<file path="config.mk">
export PLATFORM = sky130hd
export DESIGN_NAME = clock_time_setter_flat
export DESIGN_NICKNAME = d
export VERILOG_FILES = /design/src/rtl/clock_time_setter_pkg.sv /design/src/rtl/clock_time_setter_if.sv /design/src/rtl/clock_time_setter_btn_sync_edge.sv /design/src/rtl/clock_time_setter.sv /design/src/flat_wrapper.sv
export SDC_FILE = /design/constraint.sdc
export NUM_CORES = 1
export LEC_CHECK = 0
export CAP_MARGIN = 40
export CORE_MARGIN = 2
export CORE_UTILIZATION = 40
export CTS_BUF_LIST = sky130_fd_sc_hd__clkbuf_8
export DETAILED_ROUTE_END_ITERATION = 8
export GPL_TIMING_DRIVEN = 1
export MAX_ROUTING_LAYER = met4
export PLACE_DENSITY = 0.72
export SYNTH_ARGS = -nofsm -noshare
export SYNTH_HDL_FRONTEND = slang
export SYNTH_SLANG_ARGS = --single-unit
</file>
<file path="constraint.sdc">
create_clock -name clk -period 5.2 [get_ports clk]
set_input_delay 1.3 -clock clk [delete_from_list [all_inputs] [get_ports clk]]
set_output_delay 1.3 -clock clk [all_outputs]
set_load 0.05 [all_outputs]
</file>
<file path="src/rtl/clock_time_setter_pkg.sv">
// rtl/clock_time_setter_pkg.sv - shared states, targets and BCD limits for the clock time setter
package clock_setter_pkg;

   typedef enum logic [1:0] {IDLE, EDIT_HR, EDIT_MIN, COMMIT} state_e;
   typedef enum logic {TIME, ALARM} tgt_e;

   localparam logic [1:0] HR_MAX_TENS       = 2'd2;
   localparam logic [3:0] HR_MAX_UNITS_AT_2 = 4'd3;
   localparam logic [3:0] MIN_MAX_TENS      = 4'd5;

   typedef struct packed {
      logic [1:0] h1;
      logic [3:0] h0;
      logic [3:0] m1;
      logic [3:0] m0;
   } bcd_time_t;

endpackage

</file>
<file path="src/rtl/clock_time_setter_if.sv">
// rtl/clock_time_setter_if.sv - load bus between the setter (master) and the alarm clock (slave)
interface clock_time_setter_if;

   logic [1:0] H_in1;
   logic [3:0] H_in0;
   logic [3:0] M_in1;
   logic [3:0] M_in0;
   logic       LD_time;
   logic       LD_alarm;
   logic [1:0] cur_H1;
   logic [3:0] cur_H0;
   logic [3:0] cur_M1;
   logic [3:0] cur_M0;

   modport master (
      output H_in1, H_in0, M_in1, M_in0, LD_time, LD_alarm,
      input  cur_H1, cur_H0, cur_M1, cur_M0
   );

   modport slave (
      input  H_in1, H_in0, M_in1, M_in0, LD_time, LD_alarm,
      output cur_H1, cur_H0, cur_M1, cur_M0
   );

endinterface

</file>
<file path="src/rtl/clock_time_setter_btn_sync_edge.sv">
// rtl/clock_time_setter_btn_sync_edge.sv - two-flop synchroniser plus one-cycle rising-edge pulse
module btn_sync_edge (
   input  logic clk,
   input  logic reset,
   input  logic btn_i,
   output logic pulse_o
);

   logic meta_q;
   logic sync_q;
   logic prev_q;

   always_ff @(posedge clk) begin
      if (reset) begin
         meta_q <= 1'b0;
         sync_q <= 1'b0;
         prev_q <= 1'b0;
      end else begin
         meta_q <= btn_i;
         sync_q <= meta_q;
         prev_q <= sync_q;
      end
   end

   assign pulse_o = sync_q & ~prev_q;

endmodule

</file>
<file path="src/rtl/clock_time_setter.sv">
// rtl/clock_time_setter.sv - pushbutton editor that loads time or alarm into the alarm clock
module clock_time_setter
   import clock_setter_pkg::*;
#(
   parameter int LD_HOLD = 10,
   parameter int TIMEOUT = 300
) (
   input  logic                       clk,
   input  logic                       reset,
   input  logic                       btn_time,
   input  logic                       btn_alarm,
   input  logic                       btn_inc,
   input  logic                       btn_next,
   clock_time_setter_if.master        bus,
   output logic                       editing,
   output logic                       field
);

   // One counter serves both the edit timeout and the commit hold window.
   localparam int CW = $clog2((TIMEOUT > LD_HOLD) ? TIMEOUT : LD_HOLD) + 1;
   localparam logic [CW-1:0] TO_RELOAD   = CW'(TIMEOUT - 1);
   localparam logic [CW-1:0] HOLD_RELOAD = CW'(LD_HOLD - 1);

   function automatic bcd_time_t hr_inc(input bcd_time_t t);
      bcd_time_t r;
      r = t;
      if (t.h1 == HR_MAX_TENS && t.h0 == HR_MAX_UNITS_AT_2) begin
         r.h1 = 2'd0;
         r.h0 = 4'd0;
      end else if (t.h0 == 4'd9) begin
         r.h1 = t.h1 + 2'd1;
         r.h0 = 4'd0;
      end else begin
         r.h0 = t.h0 + 4'd1;
      end
      return r;
   endfunction

   // Minute rollover deliberately leaves the hour untouched.
   function automatic bcd_time_t min_inc(input bcd_time_t t);
      bcd_time_t r;
      r = t;
      if (t.m1 == MIN_MAX_TENS && t.m0 == 4'd9) begin
         r.m1 = 4'd0;
         r.m0 = 4'd0;
      end else if (t.m0 == 4'd9) begin
         r.m1 = t.m1 + 4'd1;
         r.m0 = 4'd0;
      end else begin
         r.m0 = t.m0 + 4'd1;
      end
      return r;
   endfunction

   logic time_p, alarm_p, inc_p, next_p;

   btn_sync_edge u_sync_time  (.clk(clk), .reset(reset), .btn_i(btn_time),  .pulse_o(time_p));
   btn_sync_edge u_sync_alarm (.clk(clk), .reset(reset), .btn_i(btn_alarm), .pulse_o(alarm_p));
   btn_sync_edge u_sync_inc   (.clk(clk), .reset(reset), .btn_i(btn_inc),   .pulse_o(inc_p));
   btn_sync_edge u_sync_next  (.clk(clk), .reset(reset), .btn_i(btn_next),  .pulse_o(next_p));

   state_e          state_q;
   tgt_e            tgt_q;
   bcd_time_t       edit_q;
   bcd_time_t       shadow_q;
   bcd_time_t       inc_d;
   logic [CW-1:0]   cnt_q;
   logic            ld_time_q, ld_alarm_q, editing_q, field_q;

   assign inc_d = (state_q == EDIT_HR) ? hr_inc(edit_q) : min_inc(edit_q);

   always_ff @(posedge clk) begin
      if (reset) begin
         state_q    <= IDLE;
         tgt_q      <= TIME;
         edit_q     <= '0;
         shadow_q   <= '0;
         cnt_q      <= '0;
         ld_time_q  <= 1'b0;
         ld_alarm_q <= 1'b0;
         editing_q  <= 1'b0;
         field_q    <= 1'b0;
      end else begin
         case (state_q)
            IDLE: begin
               if (time_p) begin
                  edit_q    <= {bus.cur_H1, bus.cur_H0, bus.cur_M1, bus.cur_M0};
                  tgt_q     <= TIME;
                  state_q   <= EDIT_HR;
                  cnt_q     <= TO_RELOAD;
                  editing_q <= 1'b1;
                  field_q   <= 1'b0;
               end else if (alarm_p) begin
                  edit_q    <= shadow_q;
                  tgt_q     <= ALARM;
                  state_q   <= EDIT_HR;
                  cnt_q     <= TO_RELOAD;
                  editing_q <= 1'b1;
                  field_q   <= 1'b0;
               end
            end
            EDIT_HR, EDIT_MIN: begin
               if (next_p) begin
                  if (state_q == EDIT_HR) begin
                     state_q <= EDIT_MIN;
                     field_q <= 1'b1;
                     cnt_q   <= TO_RELOAD;
                  end else begin
                     state_q    <= COMMIT;
                     cnt_q      <= HOLD_RELOAD;
                     editing_q  <= 1'b0;
                     field_q    <= 1'b0;
                     ld_time_q  <= (tgt_q == TIME);
                     ld_alarm_q <= (tgt_q == ALARM);
                     if (tgt_q == ALARM) shadow_q <= edit_q;
                  end
               end else if (inc_p) begin
                  edit_q <= inc_d;
                  cnt_q  <= TO_RELOAD;
               end else if (cnt_q == '0) begin
                  state_q   <= IDLE;
                  editing_q <= 1'b0;
                  field_q   <= 1'b0;
               end else begin
                  cnt_q <= cnt_q - CW'(1);
               end
            end
            COMMIT: begin
               if (cnt_q == '0) begin
                  state_q    <= IDLE;
                  ld_time_q  <= 1'b0;
                  ld_alarm_q <= 1'b0;
               end else begin
                  cnt_q <= cnt_q - CW'(1);
               end
            end
            default: state_q <= IDLE;
         endcase
      end
   end

   assign bus.H_in1    = edit_q.h1;
   assign bus.H_in0    = edit_q.h0;
   assign bus.M_in1    = edit_q.m1;
   assign bus.M_in0    = edit_q.m0;
   assign bus.LD_time  = ld_time_q;
   assign bus.LD_alarm = ld_alarm_q;
   assign editing      = editing_q;
   assign field        = field_q;

endmodule

</file>
<file path="src/flat_wrapper.sv">
// flat-port wrapper written by rule: the top's interface ports become plain ports
module clock_time_setter_flat import clock_setter_pkg::*;
#(
   parameter int LD_HOLD = 10,
   parameter int TIMEOUT = 300
)
  (clk, reset, btn_time, btn_alarm, btn_inc, btn_next, editing, field, bus_H_in1, bus_H_in0, bus_M_in1, bus_M_in0, bus_LD_time, bus_LD_alarm, bus_cur_H1, bus_cur_H0, bus_cur_M1, bus_cur_M0);
  clock_time_setter_if bus_i ();
  input  logic clk;
  input  logic reset;
  input  logic btn_time;
  input  logic btn_alarm;
  input  logic btn_inc;
  input  logic btn_next;
  output logic editing;
  output logic field;
  output wire logic [$bits(bus_i.H_in1)-1:0] bus_H_in1;
  output wire logic [$bits(bus_i.H_in0)-1:0] bus_H_in0;
  output wire logic [$bits(bus_i.M_in1)-1:0] bus_M_in1;
  output wire logic [$bits(bus_i.M_in0)-1:0] bus_M_in0;
  output wire logic [$bits(bus_i.LD_time)-1:0] bus_LD_time;
  output wire logic [$bits(bus_i.LD_alarm)-1:0] bus_LD_alarm;
  input wire logic [$bits(bus_i.cur_H1)-1:0] bus_cur_H1;
  input wire logic [$bits(bus_i.cur_H0)-1:0] bus_cur_H0;
  input wire logic [$bits(bus_i.cur_M1)-1:0] bus_cur_M1;
  input wire logic [$bits(bus_i.cur_M0)-1:0] bus_cur_M0;
  assign bus_H_in1 = bus_i.H_in1;
  assign bus_H_in0 = bus_i.H_in0;
  assign bus_M_in1 = bus_i.M_in1;
  assign bus_M_in0 = bus_i.M_in0;
  assign bus_LD_time = bus_i.LD_time;
  assign bus_LD_alarm = bus_i.LD_alarm;
  assign bus_i.cur_H1 = bus_cur_H1;
  assign bus_i.cur_H0 = bus_cur_H0;
  assign bus_i.cur_M1 = bus_cur_M1;
  assign bus_i.cur_M0 = bus_cur_M0;
  clock_time_setter #(.LD_HOLD(LD_HOLD), .TIMEOUT(TIMEOUT)) u_core (.clk(clk), .reset(reset), .btn_time(btn_time), .btn_alarm(btn_alarm), .btn_inc(btn_inc), .btn_next(btn_next), .bus(bus_i), .editing(editing), .field(field));
endmodule
</file>
# --- Word-level counts from Yosys, hierarchy flattened ---
# Index checks and enable logic that the tools add are counted.
op_classes:
  n_bitwise: 10
  eq_ne: 20
  n_mux: 45
  addsub: 5
  n_reduce_logical: 18
ops:
  columns: ["op", "n"]
  rows:
  - ["$mux 14", 5]
  - ["$mux 10", 5]
  - ["$pmux 10 s3", 1]
  - ["$pmux 14 s2", 1]
  - ["$mux 1", 16]
  - ["$reduce_and 5->1", 3]
  - ["$add 4x1->4 const B", 3]
  - ["$mux 2", 6]
  - ["$mux 4", 3]
  - ["$ne 3x1->1 const B", 4]
  - ["$reduce_and 4->1", 3]
  - ["$reduce_and 6->1", 2]
  - ["$logic_not 10->1", 1]
  - ["$sub 10x1->10 const B", 1]
  - ["$mux 9", 1]
  - ["$eq 4x4->1 const B", 2]
  - ["$mux 8", 1]
  - ["$ne 2x1->1 const B", 4]
  - ["$pmux 1 s2", 4]
  - ["$eq 2x2->1 const B", 3]
  - ["$mux 6", 1]
  - ["$ne 3x3->1 const B", 2]
  - ["$not 1->1", 6]
  - ["$pmux 2 s3", 1]
  - ["other kinds (11)", 19]
word_totals:
  ff_bits: 57
  word_cells: 125
  out_inout_bits: 18
  input_bits: 20

# --- Longest topological paths before layout ---
# Gate-level depths: netlist of the first run.
depth:
  ltp_word: 7
  depth_mapped: 9
  ltp_nobuf: 7

# --- By module ---
# From an unflattened synthesis of the first run, not the netlist that was laid out.
unflattened:
  hier_cells: 371
  hier_area_um2: 3163.0
by_module_without_submodules:
  columns: ["module", "seq_area_each_um2", "instances", "area_each_um2", "cells_per_inst"]
  rows:
  - ["clock_time_setter", 900.9, 1, 2812.7, 343]
  - ["btn_sync_edge", 60.1, 4, 87.6, 7]

# --- Least setup slack after synthesis of the first run ---
# No wires, ideal clock.
synth_timing:
  kind: "input to register"
  startpoint: "input port reset"
  endpoint: "register u_core.cnt_q[6]"
  slack_ns: 2.818
  n_path_buf: 2
  arrival_time_ns: 2.325
  setup_time_ns: 0.057
  t_required_ns: 5.143
  cell_stages: 5
  path_cell_list: "clkbuf_1 -> or3_1 -> clkbuf_1 -> nor4b_1 -> a21o_1"
synth_lines:
  columns: ["element", "line", "text"]
  rows:
  - ["start, declared", "flat_wrapper.sv:10", "input logic reset;"]
  - ["end signal, assigned", "clock_time_setter.sv:125", "cnt_q <= cnt_q - CW'(1);"]
  - ["end signal, assigned", "clock_time_setter.sv:134", "cnt_q <= cnt_q - CW'(1);"]
  - ["end, declared", "clock_time_setter.sv:67", "logic [CW-1:0] cnt_q;"]

# --- Final worst setup path of the first run ---
layout_timing:
  startpoint: "register u_core.edit_q (netlist bit u_core.bus.H_in0[2])"
  endpoint: "output port bus_H_in0[2]"
layout_lines:
  columns: ["element", "line", "text"]
  rows:
  - ["start, declared", "clock_time_setter.sv:64", "bcd_time_t edit_q;"]
  - ["start signal, assigned", "clock_time_setter.sv:87", "edit_q <= {bus.cur_H1, bus.cur_H0, bus.cur_M1, bus.cur_M0};"]
  - ["start signal, assigned", "clock_time_setter.sv:94", "edit_q <= shadow_q;"]
  - ["start signal, assigned", "clock_time_setter.sv:118", "edit_q <= inc_d;"]
  - ["end, declared", "flat_wrapper.sv:18", "output wire logic [$bits(bus_i.H_in0)-1:0] bus_H_in0;"]
# No word-level cell between the ends.

==> summary.md, run 1 <==
| Metric | Value |
|---|---|
| Post-synthesis xor/xnor area fraction | 0% |
| Share of layout cells above drive strength 1 | 8.163% |
| Antenna-violating nets left | 0 |
| Wire per inst | 14.56 um |
| DIE AREA | 8246 um^2 |
| Reg clk slew, reported paths | 70 ps |
| CTS max path bufs | 2 |
| GR Overflow Total | 0 |
| Iteration-0 DRC Markers | 165 |
| Peak VDD IR | 0.0001912 V |
| Crit-path cells | clkdlybuf4s50_1 |
| Power per standard cell area | 419.3 nW/um^2 |
| Crit-path leading delay family | buffers and inverters |
| Slew @ Worst Pin | 704.1 ps |
| Inst Count DP | 476 |
| Initial Util | 41.33% |
| Via/cell ratio | 5.576 |
| Rows | 31 |
| Max cap viols | 0 |
| Pleak | 1.277 nW |
| Tot GR Track Use | 18.24% |
| Dominant synthesized flop cell | dfxtp_1 |
| Final Hold Fails | 0 |
| Final worst setup slack | 2221 ps |
| RR Endpoint | u_core.cnt_q[1] |
| Worst Clk Skew | 10.56 ps |
| CP max stage cell | clkdlybuf4s50_1 |
| Die height | 90.81 um |
| DR DRC count | 0 |
| CTS tree | done |
| Post-route setup TNS | 0 ps |
| Post-synth EDFFs | 0 |
| Library cells used by synthesis | 56 |
| Post-Synth Adder-Cell Area | 4.981% |
| Design Power | 1.514 mW |
| GPL Wtd Cong | 0.8582 |
| Pre-antenna DRT Iters | 4 |
| Fin crit share | 57.29% |
| Post-CTS Hold Buffers | 0 |
| Crit path largest cell delay | 870 ps |
| Vias in the first global route | 2694 |
| Crit path kind | flop to output port |
| Multiplexer share of the synthesized area | 4.981% |
| CP endpoint | bus_H_in0[2] |
| Core Box Area | 7292 um^2 |
| Syn_nets | 392 |
| CP Data Arrival Time | 1680 ps |
| Ant. Diodes | 0 |
| Sequential fraction of the synthesis area | 37.86% |
| Worst path depth | 1 |
| Setup crit start kind | flop |
| Clk_lat worst skew | 330 ps |
| Max Fclk | 335.7 MHz |
| Vias post-DR | 2738 |
| Postcts setup bufs | 0 |
| FFs w/ async S/R, synth | 0% |
| Unrepaired setup endpoints after global routing | no |
| Avg Inst Size Synth | 8.373 um^2 |
| Slew Limit Fails | 0 |
| Clock H-tree levels | 3 |
| Worst Setup End Kind | output port |
| Critical Path RT | 3900 ps |
| Setup Viol. Count Final | 0 |
| R2r worst-path depth | 8 |
| Post-Synthesis Cells | 360 |
| FF-to-FF setup slack | 2530 ps |
| Flops & latches, synth | 57 |
| Reg2reg start | u_core.state_q[1] |
| Layout area overhead | 19.80% |
| CTS Sinks | 57 |
| Post-DP HPWL | 4.889 mm |
| Worst Path Buf+Inv | 1 |
| Port Buf Inserts | 37 |
| Synth warn | 0 |
| Fin crit period | 2979 ps |
| CTS Buf Count | 9 |
| CP Max Fanout | 10 |
| Layout Nets | 420 |
| First-pass GRT wire length | 12.12 mm |
| Post-Route WL | 7.149 mm |
| Finished Layout Cells | 491 |
| Slew margin rel. | 52.93% |
| Pin count of the biggest net entering global routing | 31 |
| Largest family of logic cells by synthesized area | simple AND/OR/NAND/NOR gates |
| CTS root buffer | clkbuf_8 |
| Die X | 90.81 um |
| # resized after CTS | 0 |
| Worst Hold Class | flop to flop |
| Antenna violations before repair | 0 |
| Outcome | finished clean |
| Worst setup path start | u_core.bus.H_in0[2] |
| I/O pins | 38 |
| Compound-Gate Fraction of Synth Area | 22.37% |
| Synthesized cell area | 3014 um^2 |
| Post-place setup slack | 2389 ps |
| Simple-gate share of the synthesized area | 25.24% |
==> per-stage QoR <==
| stage | util (%) | hold slack (ps) | instance area [um^2] |
|---|---|---|---|
| 2_1_floorplan | - | 413.8 | 3014 |
| 3_3_place_gp | 46.91 | 416.3 | 3421 |
| 3_5_place_dp | 47.29 | 425.4 | 3448 |
| 4_1_cts | 49.52 | 442.8 | 3611 |
| 5_1_grt | 49.52 | 462.6 | 3611 |
| 6_report | 49.52 | 438.6 | 3611 |
==> per-layer routing <==
metal | track usage (%) | vias to the layer above | wire [um]
met1 | 21.96 | 1312 | 3174
met4 | 7.449 | 0 | 97
met5 | - | - | 0
li1 | - | 1355 | -
met3 | 3.339 | 10 | 308
met2 | 30.16 | 61 | 3568
==> cells in the final DEF (no fill, tap or decap), drive strengths merged, types with 6 or more instances in the layout <==
| cell type | n |
|---|---|
| a21o | 6 |
| a21oi | 31 |
| clkbuf | 10 |
| clkdlybuf4s50 | 36 |
| dfxtp | 57 |
| ha | 12 |
| inv | 12 |
| mux2i | 15 |
| nand2 | 43 |
| nand3 | 9 |
| nor2 | 24 |
| nor2b | 19 |
| nor3 | 19 |
| o21ai | 16 |
==> cells in the mapped netlist (3+ instances only) <==
master	number	area (um^2)
dfxtp_1	57	1141
nand2_1	43	161.4
a21oi_1	31	155.2
nor2_1	24	90.09
nor2b_1	19	118.9
nor3_1	19	95.09
o21ai_0	16	80.08
mux2i_1	15	150.1
clkbuf_1	14	52.55
ha_1	12	150.1
inv_1	10	37.54
nand3_1	9	45.04
a21o_1	6	45.04
nand3b_1	5	37.54
o32ai_1	5	43.79
a311oi_1	4	35.03
buf_2	4	20.02
nand2b_1	4	25.02
o221a_2	4	45.04
or3_1	4	25.02
a211oi_1	3	22.52
buf_1	3	11.26
nor3b_1	3	22.52
nor4b_1	3	26.28
o22ai_1	3	18.77
o31ai_1	3	22.52
==> state kept, by name, indices dropped and copies added (netlist names), 2 cells and up <==
name and flops:
u_core.state_q 2, u_core.cnt_q 10, u_core.shadow_q 14, u_core.bus.H_in0 4, u_core.bus.M_in0 4, u_core.bus.H_in1 2
u_core.bus.M_in1 4
==> worst min path at each step <==
stage	depth (start not counted)	startpoint	end	slack (ps)
final	1	u_core.u_sync_alarm.meta_q	u_core.u_sync_alarm.sync_q	440
after global routing	1	u_core.u_sync_next.meta_q	u_core.u_sync_next.sync_q	460
after CTS	1	u_core.u_sync_alarm.meta_q	u_core.u_sync_alarm.sync_q	440
after detailed placement	1	u_core.u_sync_next.meta_q	u_core.u_sync_next.sync_q	430
after global placement	1	u_core.u_sync_time.meta_q	u_core.u_sync_time.sync_q	420
after floorplan	1	u_core.u_sync_alarm.meta_q	u_core.u_sync_alarm.sync_q	410
==> cells by family after synthesis <==
logic type | after synthesis
and+or+nand+nor | 147
buffers and inverters | 33
muxes | 15
DFF | 57
AOI/OAI and AO/OA | 96
adders and majority gates | 12
==> report_power, final <==
part	switching, mW	internal (mW)	leakage [nW]
registers	0.0583	0.484	0.464
clock network	0.167	0.178	0.0905
logic	0.386	0.242	0.722
total	0.611	0.903	1.28
==> area by class of cell <==
| class | instances | area (um^2) |
|---|---|---|
| clock buffers | 10 | 137.6 |
| multi-input cells | 270 | 1738 |
| flip-flops and latches | 57 | 1141 |
| clock inverters | 5 | 25.02 |
| well taps | 99 | 123.9 |
| repair buffers | 40 | 407.9 |
| fillers | 721 | 3681 |
| inverters | 10 | 37.54 |
(Power assumes the default switching activity.)
==> run 2, diff against run 1 <==
--- a/config.mk
+++ b/config.mk
@@ -12,7 +12,7 @@
 export DETAILED_ROUTE_END_ITERATION = 8
 export GPL_TIMING_DRIVEN = 1
 export MAX_ROUTING_LAYER = met4
-export PLACE_DENSITY = 0.72
+export PLACE_DENSITY = 0.74
 export SYNTH_ARGS = -nofsm -noshare
 export SYNTH_HDL_FRONTEND = slang
 export SYNTH_SLANG_ARGS = --single-unit
==> constraint.sdc (replaced) <==
create_clock -name clk -period 2.4 [get_ports clk]
set_input_delay 0.6 -clock clk [delete_from_list [all_inputs] [get_ports clk]]
set_output_delay 0.6 -clock clk [all_outputs]
set_load 0.05 [all_outputs]
==> summary.md, run 2 (synthesis results as in run 1) <==
| Metric | Value |
|---|---|
| Outcome | finished clean |
| # resized after CTS | 0 (unchanged) |
| Antenna violations before repair | 0 (unchanged) |
| Initial Util | 41.33% (unchanged) |
| Rows | 31 (unchanged) |
| Port Buf Inserts | 37 (unchanged) |
| Core Box Area | 7292 um^2 (unchanged) |
| Number of flip-flops under the largest register name | 14 (unchanged) |
| FF-to-FF setup slack | 120 ps (-2410 ps) |
| Final Cell Area | 3706 um^2 (+2.6%) |
| Die X | 90.81 um (unchanged) |
| CP Max Fanout | 17 (+7) |
| Fillers | 714 (-0.97%) |
| Vias in the first global route | 2543 (-5.6%) |
| Biggest regs | u_core.shadow_q x14, u_core.cnt_q x10 |
| Setup Viol. Count Final | 0 (unchanged) |
| Via/cell ratio | 5.499 (-1.4%) |
| Setup crit start kind | flop |
| Clock H-tree levels | 3 (unchanged) |
| Unrepaired setup endpoints after global routing | yes |
| Post-Route WL | 7.069 mm (-1.1%) |
| CP Data Arrival Time | 2500 ps (+820 ps) |
| Met2 usage | 28.73% (-1.4 points) |
| Slew margin rel. | 57.47% (+4.5 points) |
| Max Fclk | 438.2 MHz |
| CTS Sinks | 57 (unchanged) |
| Busiest grt layer | met2 |
| Power per standard cell area | 956.6 nW/um^2 (+130%) |
| Postcts setup bufs | 0 (unchanged) |
| Hold_ws | 442.0 ps (+3.374 ps) |
| M1 GR Usage | 22.21% (+0.25 points) |
| Fin crit share | 95.08% |
| Slew @ Worst Pin | 632.6 ps (-71.49 ps) |
| Most common cell after layout, fill and taps aside | dfxtp_1 |
| Tot GR Track Use | 18.31% (+0.075 points) |
| Crit path kind | flop to flop |
| CTS max path bufs | 2 (unchanged) |
| Critical Path RT | 2620 ps (-1280 ps) |
| GPL Wtd Cong | 0.9169 (+6.8%) |
| Worst Setup End Kind | flop |
| Ant. Diodes | 0 (unchanged) |
| Clk_lat worst skew | 350 ps (+20 ps) |
| DR DRC count | 0 (unchanged) |
| Worst Clk Skew | 9.690 ps (-0.8697 ps) |
| GR Overflow Total | 0 (unchanged) |
| Pleak | 1.329 nW (+4.1%) |
| Iteration-0 DRC Markers | 135 (-18%) |
| Worst Hold Class | flop to flop |
| Final core utilization | 50.82% (+1.3 points) |
| Placed cell areas | 3496 um^2 (+1.4%) |
| Final Hold Fails | 0 (unchanged) |
| Reg clk slew, reported paths | 70 ps (about the same) |
| DIE AREA | 8246 um^2 (unchanged) |
| Most frequent cells in the layout | dfxtp_1, nand2_1, clkdlybuf4s50_1 |
| CTS tree | done |
| Biggest register | u_core.shadow_q |
| Met3 Resource Use GR | 5.342% (+2.0 points) |
| Layout Nets | 429 (+2.1%) |
| Pin count of the biggest net entering global routing | 38 (+23%) |
| Layout area overhead | 22.96% |
| CTS Buf Count | 9 (unchanged) |
| Design Power | 3.545 mW (+130%) |
| Peak VDD IR | 0.0004639 V (+140%) |
| I/O pins | 38 (unchanged) |
| Antenna-violating nets left | 0 (unchanged) |
| Post-DP HPWL | 4.910 mm (+0.43%) |
| Pre-antenna DRT Iters | 4 (unchanged) |
| Die height | 90.81 um (unchanged) |
| CTS root buffer | clkbuf_8 |
| Fin crit period | 2282 ps |
| Vias post-DR | 2755 (+0.62%) |
| Wire per inst | 14.11 um (-3.1%) |
| Max cap viols | 0 (unchanged) |
| First-pass GRT wire length | 12.00 mm (-1.0%) |
| Slew Limit Fails | 0 (unchanged) |
| Share of layout cells above drive strength 1 | 10.95% (+2.8 points) |
[run 2: changes by cell type in the layout (fill, tap and decap cells not counted)]
cell / before / now
inv_1: 12 / 10
clkinv_2: 2 / 0
buf_4: 2 / 12
bufinv_16: 0 / 1
inv_6: 0 / 4
buf_16: 1 / 0
[run 2: critical path, cell delays in order, from the launching register on]
cell	delay, ps
dfxtp_1	410
inv_1	90
ha_1	480
a21boi_1	270
a2111oi_2	570
o221a_2	290
nor3_1	50
[run 2: area by class of cell]
cell class | count | area [um^2] | area share (%)
clock buffer | 10 | 137.6 | 3.714
clock inverter | 6 | 72.57 | 1.958
inverter | 10 | 37.54 | 1.013
multi-input combinational | 270 | 1738 | 46.89
sequential | 57 | 1141 | 30.79
tap | 99 | 123.9 | 3.342
timing repair buffer | 49 | 455.4 | 12.29
[run 2: metrics by stage]
stage | setup slack, ps | TNS [ps] | std cells
after floorplan | 270.5 | 0 | 360
after global placement | 284.6 | 0 | 485
after detailed placement | 168.7 | 0 | 485
after CTS | 130.6 | 0 | 501
after global routing | -36.29 | -86.67 | 501
final | 118.0 | 0 | 501
[run 2: path summary, 6_finish.rpt]
path / start / endpoint / cells after the start
max reg2reg: u_core.state_q[1] / u_core.bus.H_in1[1] / 6
min reg2reg: u_core.u_sync_time.meta_q / u_core.u_sync_time.sync_q / 1
min: u_core.u_sync_time.meta_q / u_core.u_sync_time.sync_q / 1
max: u_core.state_q[1] / u_core.bus.H_in1[1] / 6
[run 2: what timing repair did]
action,CTS,global route
endpoints found under the hold margin,0,0
endpoints found under the setup margin,0,3
hold buffers,0,0
[run 2: where the power goes]
part,switching (mW),internal [mW]
clock,0.439,0.522
combinational,0.846,0.569
sequential,0.122,1.05
total,1.41,2.14
[run 2: routing by layer]
| layer | vias up | routed length, um |
|---|---|---|
| li1 | 1382 | - |
| met1 | 1306 | 3276 |
| met2 | 54 | 3364 |
| met3 | 13 | 279 |
| met4 | 0 | 149 |
| met5 | - | 0 |
==> run 3, diff against run 2 <==
--- a/config.mk
+++ b/config.mk
@@ -13,6 +13,7 @@
 export GPL_TIMING_DRIVEN = 1
 export MAX_ROUTING_LAYER = met4
 export PLACE_DENSITY = 0.74
+export SKIP_CTS_REPAIR_TIMING = 1
 export SYNTH_ARGS = -nofsm -noshare
 export SYNTH_HDL_FRONTEND = slang
 export SYNTH_SLANG_ARGS = --single-unit
==> results of run 3 <==
The final DEF is identical to that of run 2; final timing and power are the same.
